File: config.mk
export PLATFORM = sky130hd
export DESIGN_NAME = bilbo_reg
export DESIGN_NICKNAME = d
export VERILOG_FILES = /design/src/rtl/bilbo_reg.sv
export SDC_FILE = /design/constraint.sdc
export NUM_CORES = 1
export LEC_CHECK = 0
export ABC_AREA = 1
export BUFFER_PORTS_ARGS = -buffer_cell sky130_fd_sc_hd__buf_4
export CAP_MARGIN = 15
export CORE_AREA = 3 3 49 51
export CTS_CLUSTER_SIZE = 12
export DETAILED_ROUTE_END_ITERATION = 10
export DIE_AREA = 0 0 52 54
export GPL_TIMING_DRIVEN = 0
export PLACE_DENSITY = 0.72
export SLEW_MARGIN = 25
export SYNTH_ARGS = -nofsm -noshare
export SYNTH_HDL_FRONTEND = slang
export SYNTH_SLANG_ARGS = --single-unit
export TNS_END_PERCENT = 50
File: constraint.sdc
create_clock -name clk -period 0.9 [get_ports clk]
set_input_delay 0.18 -clock clk [delete_from_list [all_inputs] [get_ports clk]]
set_output_delay 0.18 -clock clk [all_outputs]
set_load 0.02 [all_outputs]
File: src/rtl/bilbo_reg.sv
// bilbo_reg: multi-mode BIST register bank.
// Modes: hold, parallel load, scan shift, and MISR/LFSR with a bounded
// compaction run that raises done after NCYC updates and freezes Q.
// Ports:
//   clk      rising-edge clock
//   rst      synchronous active-low reset
//   en       clock enable (all state holds when low)
//   mode     00 hold, 01 load, 10 scan shift, 11 MISR/LFSR
//   D        parallel load data / MISR compaction input
//   scan_in  serial input into bit 0
//   Q        register contents
//   scan_out Q[WIDTH-1]
//   done     MISR run complete
//   parity   (only with BILBO_PARITY_EN) registered XOR-reduction of Q
// Optional feature macro: BILBO_PARITY_EN
module bilbo_reg #(
  parameter int unsigned       WIDTH = 8,
  parameter logic [WIDTH-1:0]  POLY  = 'h1D,
  parameter logic [WIDTH-1:0]  SEED  = 'h01,
  parameter int unsigned       NCYC  = 16
) (
  input  logic             clk,
  input  logic             rst,
  input  logic             en,
  input  logic [1:0]       mode,
  input  logic [WIDTH-1:0] D,
  input  logic             scan_in,
  output logic [WIDTH-1:0] Q,
`ifdef BILBO_PARITY_EN
  output logic             parity,
`endif
  output logic             scan_out,
  output logic             done
);

  localparam int unsigned CW = $clog2(NCYC + 1);

  localparam logic [1:0] MODE_HOLD = 2'b00;
  localparam logic [1:0] MODE_LOAD = 2'b01;
  localparam logic [1:0] MODE_SCAN = 2'b10;
  localparam logic [1:0] MODE_MISR = 2'b11;

  logic [CW-1:0]    cnt;
  logic [CW-1:0]    cnt_nxt;
  logic [CW-1:0]    cnt_inc;
  logic [WIDTH-1:0] q_nxt;
  logic [WIDTH-1:0] misr_val;
  logic             done_nxt;

  // Galois LFSR step folded with the parallel input.
  assign misr_val = {Q[WIDTH-2:0], 1'b0} ^ (Q[WIDTH-1] ? POLY : '0) ^ D;
  assign cnt_inc  = cnt + CW'(1);

  assign scan_out = Q[WIDTH-1];

  // Next-state selection; any enabled non-MISR cycle re-arms the run.
  always_comb begin
    q_nxt    = Q;
    cnt_nxt  = cnt;
    done_nxt = done;
    if (en) begin
      case (mode)
        MODE_HOLD: begin
          cnt_nxt  = '0;
          done_nxt = 1'b0;
        end
        MODE_LOAD: begin
          q_nxt    = D;
          cnt_nxt  = '0;
          done_nxt = 1'b0;
        end
        MODE_SCAN: begin
          q_nxt    = {Q[WIDTH-2:0], scan_in};
          cnt_nxt  = '0;
          done_nxt = 1'b0;
        end
        MODE_MISR: begin
          // Once done, Q and cnt freeze until a mode exit or reset.
          if (!done) begin
            q_nxt   = misr_val;
            cnt_nxt = cnt_inc;
            if (cnt_inc == CW'(NCYC)) begin
              done_nxt = 1'b1;
            end
          end
        end
        default: begin
          q_nxt = Q;
        end
      endcase
    end
  end

  // State register with synchronous active-low reset.
  always_ff @(posedge clk) begin
    if (!rst) begin
      Q    <= SEED;
      cnt  <= '0;
      done <= 1'b0;
    end else begin
      Q    <= q_nxt;
      cnt  <= cnt_nxt;
      done <= done_nxt;
    end
  end

`ifdef BILBO_PARITY_EN
  // Parity tracks the value written into Q, so it holds whenever Q holds.
  always_ff @(posedge clk) begin
    if (!rst) begin
      parity <= ^SEED;
    end else begin
      parity <= ^q_nxt;
    end
  end
`endif

endmodule

==> metrics.log <==
[metrics] max capacitance violation total: 0
[metrics] clock power share: a little over a quarter
[metrics] clock tree from TritonCTS: done
[metrics] post-synthesis instance total: roughly 150
[metrics] violated checks: negative setup slack
[metrics] static power due to leakage: roughly 0.66 nW
[metrics] Cell Area, Synth: between 900 and 1000 um^2
[metrics] Switching Share: 32.5%
[metrics] total clock buffers created by CTS: 3
[metrics] floorplan die height: between 50 and 60 um
[metrics] number of filler cells placed in the layout: between 100 and 150
[metrics] cell taking the most area after synthesis: dfxtp_1
[metrics] maximum number of pins on one net before global-route repair: 11
[metrics] number of library cell types mapped by synthesis: 23
[metrics] maximum VDD drop: a little under 0.0009 V
[metrics] slew margin rel.: ~83%
[metrics] post-synthesis share of cell area spent on xor and xnor gates: between 2 and 3%
[metrics] final period demand of the worst path: around 1.1 ns
[metrics] RSZ-0062 raised after global routing: true
[metrics] Clk Latency, worst-skew pair: around 0.28 ns
[metrics] total number of yosys warnings: 0
[metrics] Critical Path Start Type: flop
[metrics] Hold-fix buffers, CTS: 0
[metrics] highest fanout seen on the critical path: 6
[metrics] max frequency: 944 MHz
[metrics] post-DR vias/cell: 5.06
[metrics] Clock Path Buffers: 2
[metrics] largest cells by area after synthesis: dfxtp_1 30%, nand2_1 22%, inv_1 6.9%
[metrics] outcome: finished with violations
[metrics] Pre-Repair DR Iteration Count: 4
[metrics] number of synthesized register bits: 14
[metrics] data required time of the worst path: 1.09 ns
[metrics] placeable core region: ~2000 um^2
[metrics] buffer type at the clock tree root: clkbuf_4
[metrics] internal power component: 1.18 mW
[metrics] simple-gate share of the synthesized area: between 40% and 50%
[metrics] number of placement rows: 16
[metrics] setup skew after layout: between 0.001 and 0.0015 ns
[metrics] power consumption: 1.75 mW
[metrics] sequential share of power: between 30% and 40%
[metrics] post-route insts no fill: between 200 and 250
[metrics] boundary pin count: 24
[metrics] combinational power share: between 30% and 40%
[metrics] first-pass GRT wire length: 4090 um
[metrics] net switching component of the power: between 500 and 600 uW
[metrics] post-route DRC violation count: 0
[metrics] area occupied by registers: ~300 um^2
[metrics] worst setup margin: -0.159 ns
[metrics] final non-filler cell area: around 1400 um^2
[metrics] starting density of the core: 46.8%
[metrics] final net count: just under 200
[metrics] WL/cell: 12.4 um
[metrics] antenna violations before repair: 0
[metrics] class of the tightest hold or removal check: in -> reg
[metrics] fraction of the mapped netlist area in compound gates: 10.1%
[metrics] areal power density over the cells: 1220 nW/um^2
[metrics] multi-input logic area: between 600 and 700 um^2
[metrics] Congestion Overflow GR: 0
[metrics] Max Slew Vio Count: 0
[metrics] dominant combinational cell family by area after synthesis: simple AND/OR/NAND/NOR gates
[metrics] critical path cell sequence: buf_6 > or2_4 > nand3_2 > nand3_2 > nand2_1 > nand2_1
[metrics] area of the die: between 2000 and 3000 um^2
[metrics] start-to-end type of the worst setup path: reg -> reg
[metrics] estimated wirelength of the detail-placed design: about 1700 um
[metrics] Crit path arrival time: ~1.3 ns
[metrics] Critical Path Slowest Stage Cell: dfxtp_4
[metrics] layout overhead on the synthesized area: 54.7%
[metrics] Max H-tree Level: 1
[metrics] Port Buf Inserts: 22
[metrics] register area share after synthesis: ~30%
[metrics] share of the cycle needed by the critical path after routing: 118%
[metrics] Placed Instance Area: ~1200 um^2
[metrics] number of vias after detailed routing: about 1000
[metrics] Clock Pin Slew Worst Setup and Hold Paths: ~0.090 ns
[metrics] layout cells sized above 1: 48.3%
[metrics] number of hold violations in the final report: 0
[metrics] average size of a mapped cell: 6.36 um^2
[metrics] number of antenna-violating nets in the routed design: 0
[metrics] aggregate routed wire length: approximately 2600 um
[metrics] fin util: 72.5%
[metrics] global routing usage summed across all routing layers: around a fifth
[metrics] area share of the leading cell type in the synthesized netlist: between 30% and 40%
[metrics] setup total negative slack: -1.78 ns
[metrics] cell total after placement: around 200
[metrics] slew at the pin with the worst max-slew slack: ~0.25 ns
[metrics] clk sinks: 14
[metrics] final setup violation count: 23
[metrics] final antenna diode count: 0
[metrics] critical path endpoint category: flop
[metrics] die width: 52 um
[metrics] total nets after synthesis: about 160
[metrics] multiplexer area fraction after synthesis: 0%
[metrics] First DRT Iteration DRCs: 9
[metrics] final weighted congestion in routability-driven placement: about 0.81
[metrics] via count of the first global-routing pass: roughly 1000
[metrics] adder and majority gate portion of the synthesized area: between 1 and 1.5%
[metrics] maximum single-stage delay on the critical path: approximately 0.37 ns
[metal layers]
layer  GRT usage [%]  vias to the layer above  wire, um
met3            6.65                        2       121
met1            22.1                      489      1070
li1                -                      534         -
met5               0                        -         0
met2            34.7                       23      1370
met4            6.99                        0        10
[final timing paths]
kind                                           from                   to  slack, ns  cells past startpoint
worst max-delay path              Q[7]$_SDFFE_PN0P_    Q[0]$_SDFFE_PN1P_      -0.16                      6
worst min-delay path                            rst  cnt[3]$_SDFFE_PN0P_       0.18                      3
worst max register to register    Q[7]$_SDFFE_PN0P_    Q[0]$_SDFFE_PN1P_      -0.16                      6
worst min register to register  cnt[0]$_SDFFE_PN0P_  cnt[0]$_SDFFE_PN0P_       0.50                      2
[power groups by stage]
stage	combinational [mW]	clock [mW]	sequential, mW
floorplan	0.246	0	0.744
global route	0.639	0.509	0.704
CTS	0.500	0.474	0.697
finish	0.581	0.473	0.698
detailed placement	0.435	0	0.712
global placement	0.426	0	0.711
[cells in the mapped netlist]
cell	n
nand4_1	3
nand2_2	3
or2_2	2
nand3_4	1
clkbuf_8	1
dfxtp_1	14
nand3_2	1
nand2_1	54
nand2_4	1
nand3b_1	1
nor2_1	7
nand3_1	12
nor2_2	1
a21oi_2	1
a21oi_1	11
ha_1	1
o21ai_0	6
buf_4	1
inv_2	2
inv_6	1
buf_6	2
inv_1	17
xnor2_1	3
[timing repair]
action	4_1_cts	5_1_grt
buffers inserted	5	2
cloned	0	1
setup endpoints to repair	24	24
pin swaps	1	17
gates resized for setup	21	28
[through the flow]
stage,setup WS [ns],hold slack [ns]
floorplan,-0.0252,0.341
global route,-0.205,0.200
global placement,-0.129,0.467
CTS,-0.162,0.175
detailed placement,-0.145,0.474
finish,-0.159,0.181
[cells in the final DEF (no fill, tap or decap), types with 2 or more instances in the layout]
cell type / instances
nand3_4: 2
xnor2_1: 3
nand2_1: 44
nand2_2: 9
nor2_1: 4
buf_4: 18
dfxtp_2: 10
inv_1: 16
inv_2: 2
nand3_1: 8
clkbuf_4: 3
nand4_1: 3
a21oi_1: 7
nand2_4: 5
a21oi_2: 5
nor2_2: 3
o21ai_0: 5
buf_6: 13
dfxtp_4: 3
clkbuf_8: 2
nand3_2: 4
[cells by family after synthesis]
family | Yosys count
adder cells (fa/ha/maj) | 1
XOR/XNOR | 3
AO/OA/AOI/OAI | 18
buffers and inverters | 24
flip-flops | 14
AND/OR/NAND/NOR | 86
[critical path, delay by kind of cell, from the launching register on]
| kind | cells | cell delay, ns |
|---|---|---|
| buf+inv | 1 | 0.14 |
| flops | 1 | 0.37 |
| simple gates | 5 | 0.45 |
[layout make-up]
class	count	share of cell area, %
buffer	4	3.57
clock buffer	4	2.53
inverter	20	6.10
multi-input combinational	108	44.5
sequential	14	21.2
tap	27	2.35
timing repair buffer	30	19.8
[registers in the layout, indices dropped and copies added (netlist names)]
name	count
Q	8
cnt	5
done	1
Power figures use the tool's default switching activity.
